## config.mk

```make
export PLATFORM = sky130hd
export DESIGN_NAME = lab1_sweep_controller
export DESIGN_NICKNAME = d
export VERILOG_FILES = /design/src/rtl/lab1_sweep_pkg.sv /design/src/rtl/lab1_sweep_controller_settle_timer.sv /design/src/rtl/lab1_sweep_controller.sv
export SDC_FILE = /design/constraint.sdc
export NUM_CORES = 1
export LEC_CHECK = 0
export ABC_AREA = 1
export CAP_MARGIN = 20
export CELL_PAD_IN_SITES_DETAIL_PLACEMENT = 1
export CELL_PAD_IN_SITES_GLOBAL_PLACEMENT = 2
export CORE_MARGIN = 2
export CORE_UTILIZATION = 28
export CTS_CLUSTER_SIZE = 20
export DETAILED_ROUTE_END_ITERATION = 6
export PLACE_DENSITY_LB_ADDON = 0.1
export SYNTH_ARGS = -nofsm -noshare
export SYNTH_HDL_FRONTEND = slang
export SYNTH_SLANG_ARGS = --single-unit
```

## constraint.sdc

```tcl
create_clock -name clk -period 1.7 [get_ports clk]
set_clock_uncertainty 0.2 [all_clocks]
set_input_delay 0.34 -clock clk [delete_from_list [all_inputs] [get_ports clk]]
set_output_delay 0.34 -clock clk [all_outputs]
set_load 0.01 [all_outputs]
```

## src/rtl/lab1_sweep_pkg.sv

```systemverilog
// Package shared by the lab-1 sweep controller and its settle timer.
// Holds the FSM state encoding, the vector geometry and the helper that
// sizes the settle counter from the programmed settle time.
package lab1_sweep_pkg;

    typedef enum logic [1:0] {
        ST_IDLE,
        ST_SETTLE,
        ST_SAMPLE,
        ST_DONE
    } state_t;

    localparam int unsigned VEC_W   = 4;
    localparam int unsigned NUM_VEC = 16;

    // Settle counter must be able to hold SETTLE_CYCLES itself, since it
    // advances once more on the cycle that hands over to SAMPLE.
    function automatic int unsigned cnt_width(input int unsigned settle);
        return $clog2(settle + 1);
    endfunction

endpackage

```

## src/rtl/lab1_sweep_controller_settle_timer.sv

```systemverilog
// Settle timer: loadable up-counter with synchronous clear and enable.
// tc is high while the count equals SETTLE_CYCLES-1.
// Ports:
//   clk, reset  - clock and asynchronous active-high reset
//   clear       - synchronous clear to zero (highest priority)
//   load        - load load_value
//   load_value  - value taken when load is high
//   enable      - count up by one
//   tc          - terminal-count flag
module settle_timer #(
    parameter int unsigned SETTLE_CYCLES = 4,
    parameter int unsigned CNT_W         = 3
) (
    input  logic             clk,
    input  logic             reset,
    input  logic             clear,
    input  logic             load,
    input  logic [CNT_W-1:0] load_value,
    input  logic             enable,
    output logic             tc
);

    logic [CNT_W-1:0] count;

    always_ff @(posedge clk or posedge reset) begin
        if (reset) begin
            count <= '0;
        end else if (clear) begin
            count <= '0;
        end else if (load) begin
            count <= load_value;
        end else if (enable) begin
            count <= count + CNT_W'(1);
        end
    end

    assign tc = (count == CNT_W'(SETTLE_CYCLES - 1));

endmodule

```

## src/rtl/lab1_sweep_controller.sv

```systemverilog
// Lab-1 sweep controller: steps the 4-input circuit under test through all
// 16 input vectors (0000 -> 1111), waits SETTLE_CYCLES per vector, captures
// y_in into a truth table, counts ones and compares against EXPECTED.
// Ports:
//   clk, reset   - clock and asynchronous active-high reset
//   start        - request a sweep (sampled in IDLE only)
//   abort        - cancel a sweep in SETTLE/SAMPLE
//   y_in         - response of the circuit under test
//   G, T, U, E   - drive vector bits 3..0
//   busy         - high during SETTLE and SAMPLE
//   done         - one-cycle pulse when a sweep completes
//   truth        - captured table, bit k = y for vector k
//   ones         - number of ones captured so far
//   pass         - last completed sweep matched EXPECTED
module lab1_sweep_controller
    import lab1_sweep_pkg::*;
#(
    parameter int unsigned SETTLE_CYCLES = 4,
    parameter logic [15:0] EXPECTED      = 16'h0000
) (
    input  logic        clk,
    input  logic        reset,
    input  logic        start,
    input  logic        abort,
    input  logic        y_in,
    output logic        G,
    output logic        T,
    output logic        U,
    output logic        E,
    output logic        busy,
    output logic        done,
    output logic [15:0] truth,
    output logic [4:0]  ones,
    output logic        pass
);

    localparam int unsigned CNT_W = cnt_width(SETTLE_CYCLES);

    state_t           state;
    logic [VEC_W-1:0] vec;
    logic [15:0]      truth_next;
    logic             timer_clear;
    logic             timer_enable;
    logic             timer_tc;

    // Timer restarts on every entry into SETTLE and runs only inside it.
    assign timer_clear  = ((state == ST_IDLE) && start) || (state == ST_SAMPLE);
    assign timer_enable = (state == ST_SETTLE);

    settle_timer #(
        .SETTLE_CYCLES(SETTLE_CYCLES),
        .CNT_W        (CNT_W)
    ) u_settle_timer (
        .clk       (clk),
        .reset     (reset),
        .clear     (timer_clear),
        .load      (1'b0),
        .load_value('0),
        .enable    (timer_enable),
        .tc        (timer_tc)
    );

    // Table including the sample taken this cycle, so pass can be judged
    // on the same edge that enters DONE.
    always_comb begin
        truth_next      = truth;
        truth_next[vec] = y_in;
    end

    always_ff @(posedge clk or posedge reset) begin
        if (reset) begin
            state <= ST_IDLE;
            vec   <= '0;
            truth <= '0;
            ones  <= '0;
            busy  <= 1'b0;
            done  <= 1'b0;
            pass  <= 1'b0;
        end else begin
            done <= 1'b0;
            unique case (state)
                ST_IDLE: begin
                    vec <= '0;
                    if (start) begin
                        state <= ST_SETTLE;
                        truth <= '0;
                        ones  <= '0;
                        pass  <= 1'b0;
                        busy  <= 1'b1;
                    end
                end
                ST_SETTLE: begin
                    if (abort) begin
                        state <= ST_IDLE;
                        vec   <= '0;
                        busy  <= 1'b0;
                    end else if (timer_tc) begin
                        state <= ST_SAMPLE;
                    end
                end
                ST_SAMPLE: begin
                    if (abort) begin
                        state <= ST_IDLE;
                        vec   <= '0;
                        busy  <= 1'b0;
                    end else begin
                        truth <= truth_next;
                        ones  <= ones + {4'b0000, y_in};
                        if (vec == VEC_W'(NUM_VEC - 1)) begin
                            state <= ST_DONE;
                            busy  <= 1'b0;
                            done  <= 1'b1;
                            pass  <= (truth_next == EXPECTED);
                        end else begin
                            state <= ST_SETTLE;
                            vec   <= vec + VEC_W'(1);
                        end
                    end
                end
                ST_DONE: begin
                    state <= ST_IDLE;
                    vec   <= '0;
                end
            endcase
        end
    end

    assign G = vec[3];
    assign T = vec[2];
    assign U = vec[1];
    assign E = vec[0];

endmodule

```

==> reports/summary.txt, run 1 <==
status: finished with violations
failing checks: setup timing
Worst R2R Setup Slack: -0.09 ns
Critical Path End Type: flip-flop
Metal-1 WL: 2.98 mm
vias in the first global route: 2055
Synth Flop Type: dfrtp_1
slew at the pin closest to its max-slew limit: 0.278 ns
total power: 2.97 mW
Synth Area in XOR/XNOR: 1.80%
Setup CP Type: flip-flop to flip-flop
Fill cells: 783
largest family of logic cells by synthesized area: simple AND/OR/NAND/NOR gates
CTS H-Tree Depth: 2
CTS tree: yes
Cell Area, Placed: 2770 µm²
# hold bufs at CTS: 0
1st-iter DRT viols: 48
Synth cell types: 28
DIE HEIGHT: 87.4 µm
CP startpoint kind: flip-flop
minimum clock period: 1.79 ns
Simple-Gate Fraction of Synth Area: 25.7%
TritonCTS Sinks: 33
# rows: 30
number of buffers created by CTS: 5
Synth Area in Compound Gates: 13.2%
Avg Inst Size Synth: 8.46 µm²
Pleak: 1.72 nW
register clock-pin slew on the reported worst setup and hold paths: 0.07 ns
per-cell routed wire length: 15.6 µm
Post-Synth Adder-Cell Area: 8.35%
Yosys warning count: 0
post-DP HPWL: 4.52 mm
Max Fclk: 0.559 GHz
core area: 6760 µm²
Die ar.: 7640 µm²
max layer used: met4
# DRC: 0
Final Cell Area: 3360 µm²
Starting Density: 28.8%
number of flops mapped to enable cells by yosys: 0
Final ANT Viol Nets: 0
CP max FO: 4
Synth Instances: 230
Overflow after GRT: 0
Power Density: 885 nW/µm²
max_slew headroom: 81.4%
antenna violations before repair: 0
Total Wirelength: 6.55 mm
first-pass GRT wire length: 10.3 mm
post-synthesis mux area share: 0%
Crit path required time: 1.68 ns
RSZ-0062 raised after global routing: true
vias per inst: 4.85
wire length on met3: 193 µm
Pre-antenna DRT Iters: 4
area grow syn2layout: 72.5%
layout cells sized above 1: 43.8%
Async S/R FF share, synth: 100%
GP Congestion: 0.732
Max Cap Viol: 0
Yosys reg bits: 33
final setup vio count: 8
ANT cells: 0
hold violation count in the final report: 0
Root Buffer: clkbuf_8
Pins Over Slew Limit: 0
I/O pin cnt: 33
total track usage: 17.6%
sequential area share after synthesis: 42.4%
DR vias: 2036
nets@finish: 358
cell depth of the worst flop-to-flop path: 12
Clock Tree Buf Depth: 2
port bufs: 32
Worst EP arrival: 1.76 ns
final worst setup slack: -0.0879 ns
HP Class: primary input to asynchronous set/reset pin
Max VDD drop: 571 µV
met2 routed wirelength: 3.32 mm
Post-Syn Nets: 248
worst-skew pair later-pin latency: 0.28 ns
Tcrit/Tclk final: 105%
Mapped Area: 1950 µm²
largest net degree at the start of global routing: 34
Die X: 87.4 µm
-- synthesized netlist by cell type, types with 2 or more instances --
master / instances / area share, %
o21ai_1: 13 / 3.3
buf_4: 4 / 1.5
a32o_1: 10 / 5.1
ha_1: 13 / 8.4
xnor2_1: 2 / 0.90
nand4_1: 9 / 2.9
nand2_1: 47 / 9.1
buf_2: 4 / 1.0
o22ai_1: 8 / 2.6
nand2_4: 2 / 1.2
nor2_1: 13 / 2.5
inv_2: 6 / 1.2
xor2_1: 2 / 0.90
dfrtp_1: 33 / 42
inv_1: 21 / 4.0
nor2_2: 2 / 0.64
nand3_1: 27 / 6.9
a21oi_1: 4 / 1.0
-- logic make-up (layout without fill, tap and decap cells) --
| logic type | after synthesis | after routing |
|---|---|---|
| compound gates | 38 | 38 |
| simple gates | 105 | 105 |
| xor+xnor | 4 | 4 |
| flops | 33 | 33 |
| fa+ha+maj | 13 | 13 |
| buf+inv | 37 | 147 |
-- per-layer routing --
metal	track usage, %	vias to the layer above
met1	22.8	990
met5	0	-
met3	3.41	4
met2	30.1	31
met4	4.48	0
li1	-	1011
-- critical path: stages, from the launching register on --
cell,delay (ns)
dfrtp_1,0.40
buf_6,0.13
buf_6,0.11
nor2_4,0.17
buf_6,0.13
buf_4,0.10
nand3_1,0.08
nand2_2,0.09
nor2_1,0.05
nand2_1,0.06
nor2_1,0.05
nand3_1,0.07
nand2_1,0.05
-- what timing repair did --
action	in CTS	in global routing
gates resized for setup	54	52
setup buffers	7	17
gates cloned	1	0
setup endpoints to repair	55	28
pin swaps	6	22
-- cell type report --
class	instances	area, µm²	area share (%)
multi-input combinational	160	1200	35.8
sequential	33	830	24.7
timing repair buffer	113	1020	30.4
tap	80	100	2.98
inverter	27	116	3.46
clock buffer	7	86.3	2.57
-- worst paths after layout --
check	start	endpoint
max in group asynchronous	reset	state[1]
max	vec[2]	pass
min in group clk	pass	pass
min	reset	truth[5]
min reg2reg	pass	pass
max reg2reg	vec[2]	pass
-- power breakdown --
group / leakage [nW] / internal (mW) / switching (mW)
Sequential: 0.448 / 0.874 / 0.0624
Clock: 0.0443 / 0.322 / 0.296
Combinational: 1.23 / 0.728 / 0.690
Total: 1.72 / 1.92 / 1.05
-- state kept, by name, indices dropped and copies added, names as in the netlist --
| register | flops |
|---|---|
| pass | 1 |
| busy | 1 |
| ones | 5 |
| state | 2 |
| u_settle_timer.count | 3 |
| done | 1 |
| truth | 16 |
| vec | 4 |
-- cell usage in the layout, fill, tap and decap left out, types with 7 or more instances in the layout --
master	netlist	layout
inv_1	21	17
dfrtp_1	33	30
buf_6	1	8
nand4_1	9	9
nand3_1	27	21
nor2_1	13	12
a32o_1	10	10
o21ai_1	13	9
inv_2	6	7
dlygate4sd2_1	0	23
nand2_2	0	7
buf_4	4	67
nand2_1	47	36
-- through the flow --
stage	setup slack, ns	instances	util, %	hold WS (ns)	setup TNS, ns
global placement	-0.281	388	41.0	0.304	-5.43
CTS	-0.113	403	44.5	0.215	-0.161
floorplan	0.00410	230	-	0.269	0
detailed placement	-0.296	388	41.0	0.291	-5.85
global route	-0.186	420	49.7	0.250	-0.924
finish	-0.0879	420	49.7	0.208	-0.274
(Power assumes the default switching activity.)
==> run 2: changes to the inputs <==
--- a/config.mk
+++ b/config.mk
@@ -5,12 +5,11 @@
 export SDC_FILE = /design/constraint.sdc
 export NUM_CORES = 1
 export LEC_CHECK = 0
-export ABC_AREA = 1
 export CAP_MARGIN = 20
 export CELL_PAD_IN_SITES_DETAIL_PLACEMENT = 1
 export CELL_PAD_IN_SITES_GLOBAL_PLACEMENT = 2
 export CORE_MARGIN = 2
-export CORE_UTILIZATION = 28
+export CORE_UTILIZATION = 30
 export CTS_CLUSTER_SIZE = 20
 export DETAILED_ROUTE_END_ITERATION = 6
 export PLACE_DENSITY_LB_ADDON = 0.1
==> reports/summary.txt, run 2 <==
# DRC: 0
antenna violations before repair: 0
nets@finish: 354
Root Buffer: clkbuf_8
Yosys reg bits: 33
Max Fclk: 0.528 GHz
Tcrit/Tclk final: 111%
Total Wirelength: 8.08 mm
Largest regs: truth (16), ones (5), vec (4)
per-cell routed wire length: 18.6 µm
DIE HEIGHT: 88.6 µm
total track usage: 20.9%
Setup CP Type: flip-flop to flip-flop
Switching Fraction: 38.9%
failing checks: setup timing
Post-Synth Adder-Cell Area: 7.57%
Worst R2R Start: vec[1]
Pint: 2.25 mW
Critical Path End Type: flip-flop
final worst setup slack: -0.193 ns
Clock Power Share: 17.7%
post-synthesis mux area share: 0.466%
minimum clock period: 1.89 ns
Synth Flop Type: dfrtp_1
Power Density: 991 nW/µm²
cell depth of the worst flop-to-flop path: 7
final hold slack: 0.188 ns
CTS H-Tree Depth: 2
GP Congestion: 0.771
Async S/R FF share, synth: 100%
crit path max-delay cell type: dfrtp_2
Logic pwr share: 56.7%
Worst EP arrival: 1.90 ns
Yosys warning count: 0
Pleak: 1.65 nW
Post-Syn Nets: 245
CTS tree: yes
max_slew headroom: 75.9%
Crit path required time: 1.71 ns
I/O pin cnt: 33
Pins Over Slew Limit: 0
Max VDD drop: 759 µV
status: finished with violations
Overflow after GRT: 0
largest net degree at the start of global routing: 34
Synth area leaders: dfrtp_1 38%, ha_1 7.6%, o21ai_0 7.5%
area grow syn2layout: 72.8%
slowest cell delay on critical path: 0.42 ns
Final ANT Viol Nets: 0
Die X: 88.6 µm
Largest register FFs: 16
CP max FO: 8
number of flops mapped to enable cells by yosys: 0
Avg Inst Size Synth: 9.46 µm²
HP Class: primary input to asynchronous set/reset pin
Synth Area in Compound Gates: 25.2%
worst-skew pair later-pin latency: 0.30 ns
first-pass GRT wire length: 12.4 mm
register share of total power: 25.5%
Net Sw Power: 1.43 mW
slew at the pin closest to its max-slew limit: 0.362 ns
Synth Area in XOR/XNOR: 1.22%
# rows: 30
CP cell instances: ha_2, buf_6, buf_4, nand4b_1, nor2_2, o2111ai_2, o31ai_1
register clock-pin slew on the reported worst setup and hold paths: 0.08 ns
port bufs: 32
sequential area share after synthesis: 38.4%
Die ar.: 7850 µm²
Max Cap Viol: 0
most frequent cells in the layout: 68 x buf_4, 29 x dfrtp_1, 26 x dlygate4sd2_1
cell family with most CP delay: flip-flops
ANT cells: 0
RSZ-0062 raised after global routing: true
area share of the largest cell type after synthesis: 38.4%
Largest Register: truth
TritonCTS Sinks: 33
CP startpoint kind: flip-flop
largest family of logic cells by synthesized area: compound AO/OA/AOI/OAI gates
layout cells sized above 1: 51.6%
core area: 6870 µm²
vias per inst: 5.13
post-DP HPWL: 5.29 mm
commonest non-fill, non-tap cell in the layout: buf_4
vias in the first global route: 2284
DR vias: 2222
register area: 831 µm²
Simple-Gate Fraction of Synth Area: 18.9%
WP buf/inv: 2
Synth cell types: 52
final setup vio count: 25
Fill cells: 769
dominant cell type by area after synthesis: dfrtp_1
number of buffers created by CTS: 5
Starting Density: 31.3%
1st-iter DRT viols: 64
multi-input logic area: 1550 µm²
Clock Tree Buf Depth: 2
total power: 3.68 mW
# hold bufs at CTS: 0
hold violation count in the final report: 0
Crit path depth: 7
Synth Instances: 227
r2r endpoint: pass
Pre-antenna DRT Iters: 4
most frequent cells after synthesis: 33 x dfrtp_1, 32 x o21ai_0, 16 x a21oi_1
most numerous cell in the Yosys netlist: dfrtp_1
Mapped Area: 2150 µm²
Worst R2R Setup Slack: -0.19 ns
## run 2: cell types whose count changed in the layout (fill, tap and decap cells not counted), sizes merged, moves of 6 or more
cell	before	now
a211oi	0	15
a21oi	4	16
a32o	10	0
inv	27	13
nand2	49	8
nand3	27	12
nand4	9	0
nor2	17	11
nor2b	0	6
o21ai	14	35
o22ai	8	2
## run 2: tightest hold or removal path: cells and delay by family
family / cells / cell delay [ns]
buffers and inverters: 3 / 0.70
## run 2: how the worst max path moves through the flow
stage,from,end,slack [ns]
floorplan,vec[0],pass,-0.05
global placement,y_in,ones[4],-0.39
detailed placement,start,truth[14],-0.41
CTS,vec[1],pass,-0.18
global route,vec[1],pass,-0.29
finish,vec[1],pass,-0.19
## run 2: per-stage QoR
step           instance area [µm²]  setup TNS, ns  setup WS, ns  util, %  cells
2_1_floorplan                 2200        -0.0765       -0.0484        -    227
3_3_place_gp                  3000          -7.59        -0.385     43.6    398
5_1_grt                       3710          -4.54        -0.294     54.0    433
4_1_cts                       3460          -1.80        -0.182     50.4    426
3_5_place_dp                  3000          -8.34        -0.414     43.6    398
6_report                      3710          -2.10        -0.193     54.0    433
## run 2: kinds of logic after synthesis
group | after synthesis
simple gates | 63
mux | 1
fa+ha+maj | 13
compound gates | 84
xor+xnor | 3
flops | 33
buf+inv | 30
## run 2: cell type report
| type | count | area share [%] |
|---|---|---|
| clock buffer | 8 | 2.43 |
| inverter | 13 | 1.38 |
| multi-input combinational | 164 | 41.8 |
| sequential | 33 | 22.4 |
| tap | 96 | 3.24 |
| timing repair buffer | 119 | 28.7 |
## run 2: what timing repair did
action / CTS / global route
cloned: 1 / 1
gates resized for setup: 113 / 49
pin swaps: 19 / 20
endpoints found under the setup margin: 55 / 31
setup buffers: 21 / 9
## run 2: routing by layer
layer	GRT usage (%)	vias to the layer above	wire, µm
met1	29.1	1129	3750
met5	0	-	0
met3	2.80	5	171
met2	35.1	36	4100
li1	-	1052	-
met4	3.72	0	56
## run 2: power by group through the flow
| stage | clock, mW | combinational, mW | sequential (mW) |
|---|---|---|---|
| 3_3_place_gp | 0 | 1.31 | 0.942 |
| 3_5_place_dp | 0 | 1.35 | 0.948 |
| 4_1_cts | 0.656 | 1.83 | 0.938 |
| 5_1_grt | 0.683 | 2.24 | 0.949 |
| 2_1_floorplan | 0 | 0.738 | 0.954 |
| 6_report | 0.653 | 2.09 | 0.939 |
